===== src/rtl/key_irq_servicer.sv =====
// rtl/key_irq_servicer.sv - Avalon-MM master servicing a 2-bit key PIO irq into a valid/ready event stream
//
// Purpose: programs the key PIO irq_mask, services its irq by reading then
// clearing edge_capture, and hands each masked edge set to fabric logic over a
// valid/ready stream. A holdoff counter after each delivered event masks
// contact-bounce re-triggers.
//
// Ports:
//   clk_i, reset_i        single clock, synchronous active-high reset
//   pio_address_o         PIO register select (0 data, 2 irq_mask, 3 edge_capture)
//   pio_chipselect_o      PIO chipselect
//   pio_write_n_o         PIO write strobe, active-low
//   pio_writedata_o       PIO write data
//   pio_readdata_i        PIO read data, registered in the PIO (1 cycle after address)
//   pio_irq_i             PIO level interrupt
//   cfg_mask_i            new irq_mask value
//   cfg_mask_wr_i         1-cycle pulse: load cfg_mask_i and reprogram the PIO
//   evt_valid_o/evt_ready_i/evt_data_o  key event stream (data already masked)
//   evt_level_o           key levels snapshot (only with KEY_LEVEL_SNAPSHOT_EN)
//   spurious_cnt_o        services that found no masked edge, saturating
//   busy_o                high in every state except IDLE
//
// Optional feature: define KEY_LEVEL_SNAPSHOT_EN to read the PIO data register
// after a non-empty capture and present the key levels alongside the event.

module key_irq_servicer #(
   parameter int                DATA_W    = 2,
   parameter logic [DATA_W-1:0] INIT_MASK = {DATA_W{1'b1}},
   parameter int                HOLDOFF   = 16
) (
   input  logic              clk_i,
   input  logic              reset_i,
   output logic [1:0]        pio_address_o,
   output logic              pio_chipselect_o,
   output logic              pio_write_n_o,
   output logic [DATA_W-1:0] pio_writedata_o,
   input  logic [DATA_W-1:0] pio_readdata_i,
   input  logic              pio_irq_i,
   input  logic [DATA_W-1:0] cfg_mask_i,
   input  logic              cfg_mask_wr_i,
   output logic              evt_valid_o,
   input  logic              evt_ready_i,
   output logic [DATA_W-1:0] evt_data_o,
`ifdef KEY_LEVEL_SNAPSHOT_EN
   output logic [DATA_W-1:0] evt_level_o,
`endif
   output logic [7:0]        spurious_cnt_o,
   output logic              busy_o
);

   localparam int HO_W = (HOLDOFF > 1) ? $clog2(HOLDOFF + 1) : 1;

   typedef enum logic [2:0] {
      S_INIT  = 3'd0,
      S_IDLE  = 3'd1,
      S_RD    = 3'd2,
      S_WAIT  = 3'd3,
      S_CLR   = 3'd4,
      S_PUSH  = 3'd5,
      S_LRD   = 3'd6,
      S_LWAIT = 3'd7
   } state_t;

   state_t            state_q, state_d;
   logic [DATA_W-1:0] mask_q, mask_d;
   logic [DATA_W-1:0] cap_q, cap_d;
   logic [HO_W-1:0]   holdoff_q, holdoff_d;
   logic [7:0]        spur_q, spur_d;
   logic              pend_q, pend_d;
`ifdef KEY_LEVEL_SNAPSHOT_EN
   logic [DATA_W-1:0] lvl_q, lvl_d;
`endif

   always_ff @(posedge clk_i) begin
      if (reset_i) begin
         state_q   <= S_INIT;
         mask_q    <= INIT_MASK;
         cap_q     <= '0;
         holdoff_q <= '0;
         spur_q    <= '0;
         pend_q    <= 1'b0;
`ifdef KEY_LEVEL_SNAPSHOT_EN
         lvl_q     <= '0;
`endif
      end else begin
         state_q   <= state_d;
         mask_q    <= mask_d;
         cap_q     <= cap_d;
         holdoff_q <= holdoff_d;
         spur_q    <= spur_d;
         pend_q    <= pend_d;
`ifdef KEY_LEVEL_SNAPSHOT_EN
         lvl_q     <= lvl_d;
`endif
      end
   end

   always_comb begin
      state_d          = state_q;
      mask_d           = mask_q;
      cap_d            = cap_q;
      spur_d           = spur_q;
      pend_d           = pend_q;
`ifdef KEY_LEVEL_SNAPSHOT_EN
      lvl_d            = lvl_q;
`endif
      // Holdoff counts down in every state; a handshake in PUSH reloads it below.
      holdoff_d        = (holdoff_q != '0) ? holdoff_q - HO_W'(1) : holdoff_q;
      pio_chipselect_o = 1'b0;
      pio_write_n_o    = 1'b1;
      pio_address_o    = 2'd0;
      pio_writedata_o  = '0;
      evt_valid_o      = 1'b0;

      case (state_q)
         S_INIT: begin
            pio_chipselect_o = 1'b1;
            pio_write_n_o    = 1'b0;
            pio_address_o    = 2'd2;
            pio_writedata_o  = mask_q;
            state_d          = S_IDLE;
         end
         S_IDLE: begin
            if (pend_q) begin
               pend_d  = 1'b0;
               state_d = S_INIT;
            end else if (pio_irq_i && holdoff_q == '0) begin
               state_d = S_RD;
            end
         end
         S_RD: begin
            pio_chipselect_o = 1'b1;
            pio_address_o    = 2'd3;
            state_d          = S_WAIT;
         end
         S_WAIT: begin
            // PIO readdata is registered: the edge_capture value is valid now.
            pio_address_o = 2'd3;
            cap_d         = pio_readdata_i & mask_q;
            state_d       = S_CLR;
         end
         S_CLR: begin
            // Any write to edge_capture clears every bit.
            pio_chipselect_o = 1'b1;
            pio_write_n_o    = 1'b0;
            pio_address_o    = 2'd3;
            pio_writedata_o  = '1;
            if (cap_q != '0) begin
`ifdef KEY_LEVEL_SNAPSHOT_EN
               state_d = S_LRD;
`else
               state_d = S_PUSH;
`endif
            end else begin
               state_d = S_IDLE;
               if (spur_q != 8'hFF) spur_d = spur_q + 8'd1;
            end
         end
`ifdef KEY_LEVEL_SNAPSHOT_EN
         S_LRD: begin
            pio_chipselect_o = 1'b1;
            pio_address_o    = 2'd0;
            state_d          = S_LWAIT;
         end
         S_LWAIT: begin
            lvl_d   = pio_readdata_i;
            state_d = S_PUSH;
         end
`endif
         S_PUSH: begin
            evt_valid_o = 1'b1;
            if (evt_ready_i) begin
               holdoff_d = HO_W'(HOLDOFF);
               state_d   = S_IDLE;
            end
         end
         default: state_d = S_INIT;
      endcase

      // A mask update from IDLE reprograms at once; elsewhere it is deferred
      // and the latest value is written by a single INIT.
      if (cfg_mask_wr_i) begin
         mask_d = cfg_mask_i;
         if (state_q == S_IDLE) state_d = S_INIT;
         else                   pend_d  = 1'b1;
      end

      // Keep the bus and stream quiet while reset is held so the PIO only sees
      // the INIT write once reset releases.
      if (reset_i) begin
         pio_chipselect_o = 1'b0;
         pio_write_n_o    = 1'b1;
         pio_address_o    = 2'd0;
         pio_writedata_o  = '0;
         evt_valid_o      = 1'b0;
      end
   end

   assign evt_data_o     = cap_q;
   assign spurious_cnt_o = spur_q;
   assign busy_o         = (state_q != S_IDLE);
`ifdef KEY_LEVEL_SNAPSHOT_EN
   assign evt_level_o    = lvl_q;
`endif

endmodule

===== config.mk =====
export PLATFORM = sky130hd
export DESIGN_NAME = key_irq_servicer
export DESIGN_NICKNAME = d
export VERILOG_FILES = /design/src/rtl/key_irq_servicer.sv
export SDC_FILE = /design/constraint.sdc
export NUM_CORES = 1
export LEC_CHECK = 0
export BUFFER_PORTS_ARGS = -buffer_cell sky130_fd_sc_hd__buf_2
export CAP_MARGIN = 5
export CORE_MARGIN = 2
export CORE_UTILIZATION = 40
export CTS_CLUSTER_DIAMETER = 50
export DETAILED_ROUTE_END_ITERATION = 8
export PLACE_DENSITY_LB_ADDON = 0.1
export SLEW_MARGIN = 30
export SYNTH_ARGS = -nofsm -noshare
export SYNTH_HDL_FRONTEND = slang
export SYNTH_SLANG_ARGS = --single-unit

===== constraint.sdc =====
create_clock -name clk_i -period 1.6 [get_ports clk_i]
set_input_delay 0.16 -clock clk_i [delete_from_list [all_inputs] [get_ports clk_i]]
set_output_delay 0.16 -clock clk_i [all_outputs]
set_load 0.01 [all_outputs]

## After elaboration in Yosys (flattened, before gate mapping)

Index checks and enable logic that the tools add are counted.

| storage, ports and cells | value |
|---|---|
| RAM bits | 0 |
| bits in read-only memories | 0 |
| bits in latches | 0 |
| word-level logic and storage cells | 49 |
| bits in registers | 21 |
| output and inout bits | 18 |
| input port bits | 9 |
| memories kept | 0 |

| cells by class | value |
|---|---|
| add/sub/neg operators | 2 |
| bitwise operators | 2 |
| equal/unequal tests | 7 |
| divide/modulo/power cells | 0 |
| multiply operators | 0 |
| order comparisons | 0 |
| shifts and indexed selects | 0 |
| muxes and demuxes | 23 |
| reduce and logical (&&, ||, !) cells | 9 |

Operators with widths:

| cell | number |
|---|---|
| $mux 3 | 6 |
| $pmux 3 s6 | 1 |
| $mux 5 | 3 |
| $mux 1 | 9 |
| $add 8x1->8 const B | 1 |
| $ne 8x8->1 const B | 1 |
| $pmux 2 s2 | 2 |
| $eq 3x2->1 const B | 2 |
| $eq 3x3->1 const B | 2 |
| $reduce_or 3->1 | 2 |
| $logic_not 5->1 | 1 |
| $reduce_bool 5->1 | 1 |
| $sub 5x1->5 const B | 1 |
| $mux 2 | 2 |
| $eq 3x1->1 const B | 1 |
| $logic_not 3->1 | 1 |
| $ne 3x1->1 const B | 1 |
| $reduce_and 3->1 | 1 |
| $and 2x2->2 | 1 |
| $reduce_bool 2->1 | 1 |
| $reduce_or 2->1 | 1 |
| $logic_and 1x1->1 | 1 |
| $not 1->1 | 1 |

## Longest topological paths before layout

| logic depth | value |
|---|---|
| depth after elaboration | 7 |
| depth in mapped cells | 6 |
| mapped depth without buffers | 6 |

## Worst setup path after synthesis

No wires, ideal clock.

| path | value |
|---|---|
| path kind | reg2reg |
| start point | reg holdoff_q[0] |
| end point | reg state_q[0] |
| arrival | 1.365 ns |
| setup time | 0.128 ns |
| required time | 1.472 ns |
| setup slack | 0.107 ns |
| stages on the path, launching flop included | 7 |
| buffers on the path | 0 |
| cell sequence | dfxtp_1 -> inv_1 -> ha_1 -> nor4b_2 -> a2111oi_0 -> nor3_1 -> nor2_1 |

| on the way | value |
|---|---|
| longest elaborated chain between the ends | 7 |

RTL lines:

| what | RTL line | RTL |
|---|---|---|
| start: declaration | 67 | `logic [HO_W-1:0] holdoff_q, holdoff_d;` |
| start signal: assignment | 89 | `holdoff_q <= holdoff_d;` |
| $logic_not 5->1 * | 127 | `end else if (pio_irq_i && holdoff_q == '0) begin` |
| $logic_and 1x1->1 * | 127 |  |
| $mux 3 * | 127 |  |
| $mux 3 * | 124 | `if (pend_q) begin` |
| $pmux 3 s6 * | 115 | `case (state_q)` |
| $mux 3 | 184 | `if (state_q == S_IDLE) state_d = S_INIT;` |
| $mux 3 * | 182 | `if (cfg_mask_wr_i) begin` |
| end signal: assignment | 86 | `state_q <= state_d;` |
| end: declaration | 64 | `state_t state_q, state_d;` |

Mark *: on every way between the ends. The rest lies on a longest branch, timed or not.
A chain may end at the register's enable or synchronous reset.

## Worst setup path in the final report

| path | value |
|---|---|
| start point | reg state_q[1] |
| end point | out pio_writedata_o[0] |

| on the way | value |
|---|---|
| longest elaborated chain between the ends | 3 |

RTL lines:

| what | RTL line | RTL |
|---|---|---|
| $eq 3x3->1 / $logic_not 3->1 (equally long branches) | 115 |  |
| $pmux 2 s2 * | 115 |  |
| $mux 2 * | 190 | `if (reset_i) begin` |
| end: declaration | 36 | `output logic [DATA_W-1:0] pio_writedata_o,` |

Marked as above.

==> impl_metrics.toml <==
[route]
drt_iter0_drc = 10
via_count = 992
drt_wl_total_um = 2349
routedWlPerCell_um = 13.05
first_pass_iters = 4
ant_nets = 0
avgViaCountPerCell = 5.511
drcViolationCount = 0

[layout]
drive_gt1_share_pct = 36.00
final.fill_count = 256
antenna-diode-count = 0
area_growth_syn_to_layout_pct = 27.64
final_util_pct = 52.96
stdcell_count = 180
nets = 162

[placed_design]
dpl.hpwl_um = 1607
port_buffers = 26
dp_cells = 174
place_congestion = 0.7171

[yosys]
yosysUniqueCellTypes = 34
yosysTopAreaCell = "dfxtp_1"
synth.top_cell.area_share_pct = 41.28
synth_warnings = 0
async_flop_share_pct = 0
synth_seq_area_share_pct = 41.28
synth_ff_type = "dfxtp_1"
netlist_top_cells_count = "dfxtp_1 (21), nor2_1 (18), a21oi_1 (10), nand2_1 (6), nand3_1 (6)"
yosys-top-cells-area = "dfxtp_1 (41%), nor2_1 (6.6%), a21oi_1 (4.9%), nand3_1 (2.9%), a211oi_1 (2.9%)"
syn_nets = 128
postSynthCellCount = 117
synth_edf_count = 0
ys_ff_latch = 21
synth_area_per_cell_um2 = 8.705
synth_most_common_cell = "dfxtp_1"
syn_area_mm2 = 0.001018

[timing]
period_needed_ns = 1.572
relSlewSlack_pct = 78.91
setup_violations = 0
fin_crit_sh_pct = 98.22
finalHoldViolCount = 0
drv_slew = 0
rsz0062_at_grt = "yes"
timing.hold.ws_ns = 0.04407
tns_ns = 0
worst_pin_slew_ns = 0.3150
finalClockSkew_ns = 0.008742
fmax_mhz = 636.3

[power]
vdd_drop_max_uv = 862.5
cellPowerDensity_mw_per_mm2 = 1106
power_leakage_nw = 0.5690
total_power_w = 0.001437

[grt]
grt_start_max_net_pins = 15
met1_usage_pct = 18.71
grt-busiest-layer = "met2"
grt_first_pass_wirelength_um = 3594
antenna_found_initial = 0
met2_usage_pct = 30.92
grtUsageTotal_pct = 17.13
overflow = 0
gr-usage-met3_pct = 6.011
grt_pass1_vias = 835

[critical_path]
cp.arrival_ns = 1.41
path_cells = "buf_6 > or3_4 > nor2_2 > buf_2"
r2r_slack_ns = 0.12
cp-start-kind = "register"
end_kind = "primary output"
crit_family = "simple AND/OR/NAND/NOR gates"
worst_path_max_delay_cell = "or3_4"
cp.required_ns = 1.44
crit_type = "reg -> out"
critPathBufInv = 2
crit_path_max_fanout = 10
cp_slowest_stage_delay_ns = 0.40

[floorplan]
pin_count = 27
die_area_mm2 = 0.002966
die_w_um = 54.46
initial_utilization_pct = 41.49
std_cell_rows = 18
core_mm2 = 0.002455
chipHeight_um = 54.46

[clock_network]
clockBufferDepth = 2
worstSkewPairLatency_ns = 0.32
cts_tree = "done"
cts_root_buf = "clkbuf_4"
path_clk_slew_ns = 0.12
cts_buffers = 3
holdBufCountCts = 0
htree_levels = 1
clock-sinks = 21

[outcome]
status = "finished, final reports clean"

[worst_hold_path]
hold_class = "in -> reg"

[run]
max-cap-violations = 0
-- where the power goes --
part / switching [W] / internal, W
clock network: 0.000176 / 0.0000935
logic: 0.000245 / 0.000267
registers: 0.0000692 / 0.000587
total: 0.000489 / 0.000948
-- state kept, by name (all words and copies together) (netlist names) --
| name | count |
|---|---|
| state_q | 3 |
| holdoff_q | 5 |
| pend_q | 1 |
| mask_q | 2 |
| spurious_cnt_o | 8 |
| evt_data_o | 2 |
-- what timing repair did --
item	CTS	global route
setup endpoints to repair	5	11
cloned	0	0
setup buffers	0	2
endpoints found under the hold margin	0	0
resized for setup	3	12
pin swaps	1	0
-- layer usage --
layer	share of wire, %	vias up	routed length [µm]
met3	4.6	4	109
met2	50	26	1165
li1	-	489	-
met5	0	-	0
met4	0.94	0	22
met1	45	473	1051
-- worst register-to-register path, stage by stage (launching register included) --
cell,delay [ns]
dfxtp_2,0.34
and2b_1,0.37
o211ai_4,0.17
or4_1,0.41
a21oi_1,0.14
-- cells in the final DEF (no fill, tap or decap), types with 2 or more instances in the layout --
cell,Yosys,layout
a211o_1,2,2
a211oi_1,4,4
a21oi_1,10,10
and3_1,2,2
buf_2,0,26
buf_4,1,7
buf_6,1,2
clkbuf_4,0,3
dfxtp_1,21,18
dfxtp_2,0,2
ha_1,2,2
inv_1,3,2
nand2_1,6,6
nand3_1,6,5
nand4_1,2,2
nor2_1,18,17
nor2b_1,3,2
nor3_1,5,4
o21ai_0,3,3
or3_1,4,3
xnor2_1,3,3
xor2_1,3,3
-- per-stage QoR --
stage          cell area [µm²]  setup slack [ns]
5_1_grt                   1300          -0.04418
3_3_place_gp              1205            0.1514
4_1_cts                   1241          0.008568
2_1_floorplan             1018            0.1070
3_5_place_dp              1205           0.09512
6_report                  1300           0.02845
-- layout make-up --
cell class              count  area [µm²]  share of cell area, %
flip-flops and latches     21       426.7                  32.82
well taps                  30       37.54                  2.887
multi-input cells          87       588.1                  45.24
clock inverters             1       5.005                 0.3850
clock buffers               3       22.52                  1.732
repair buffers             35       205.2                  15.78
inverters                   3       15.01                  1.155
-- path summary, 6_finish.rpt --
path | from | to | cells after the start
min | cfg_mask_i[1] | mask_q[1] | 2
max | state_q[1] | pio_writedata_o[0] | 4
max reg2reg | state_q[1] | spurious_cnt_o[6] | 4
min reg2reg | mask_q[0] | evt_data_o[0] | 2
-- logic make-up after synthesis --
| kind of cell | synth area share, % |
|---|---|
| and+or+nand+nor | 26.90 |
| AOI/OAI and AO/OA | 18.80 |
| buffers and inverters | 4.422 |
| adders and majority gates | 2.457 |
| muxes | 0.9828 |
| DFF | 41.28 |
| xor gates and xnor gates | 5.161 |
Power figures use the tool's default switching activity.
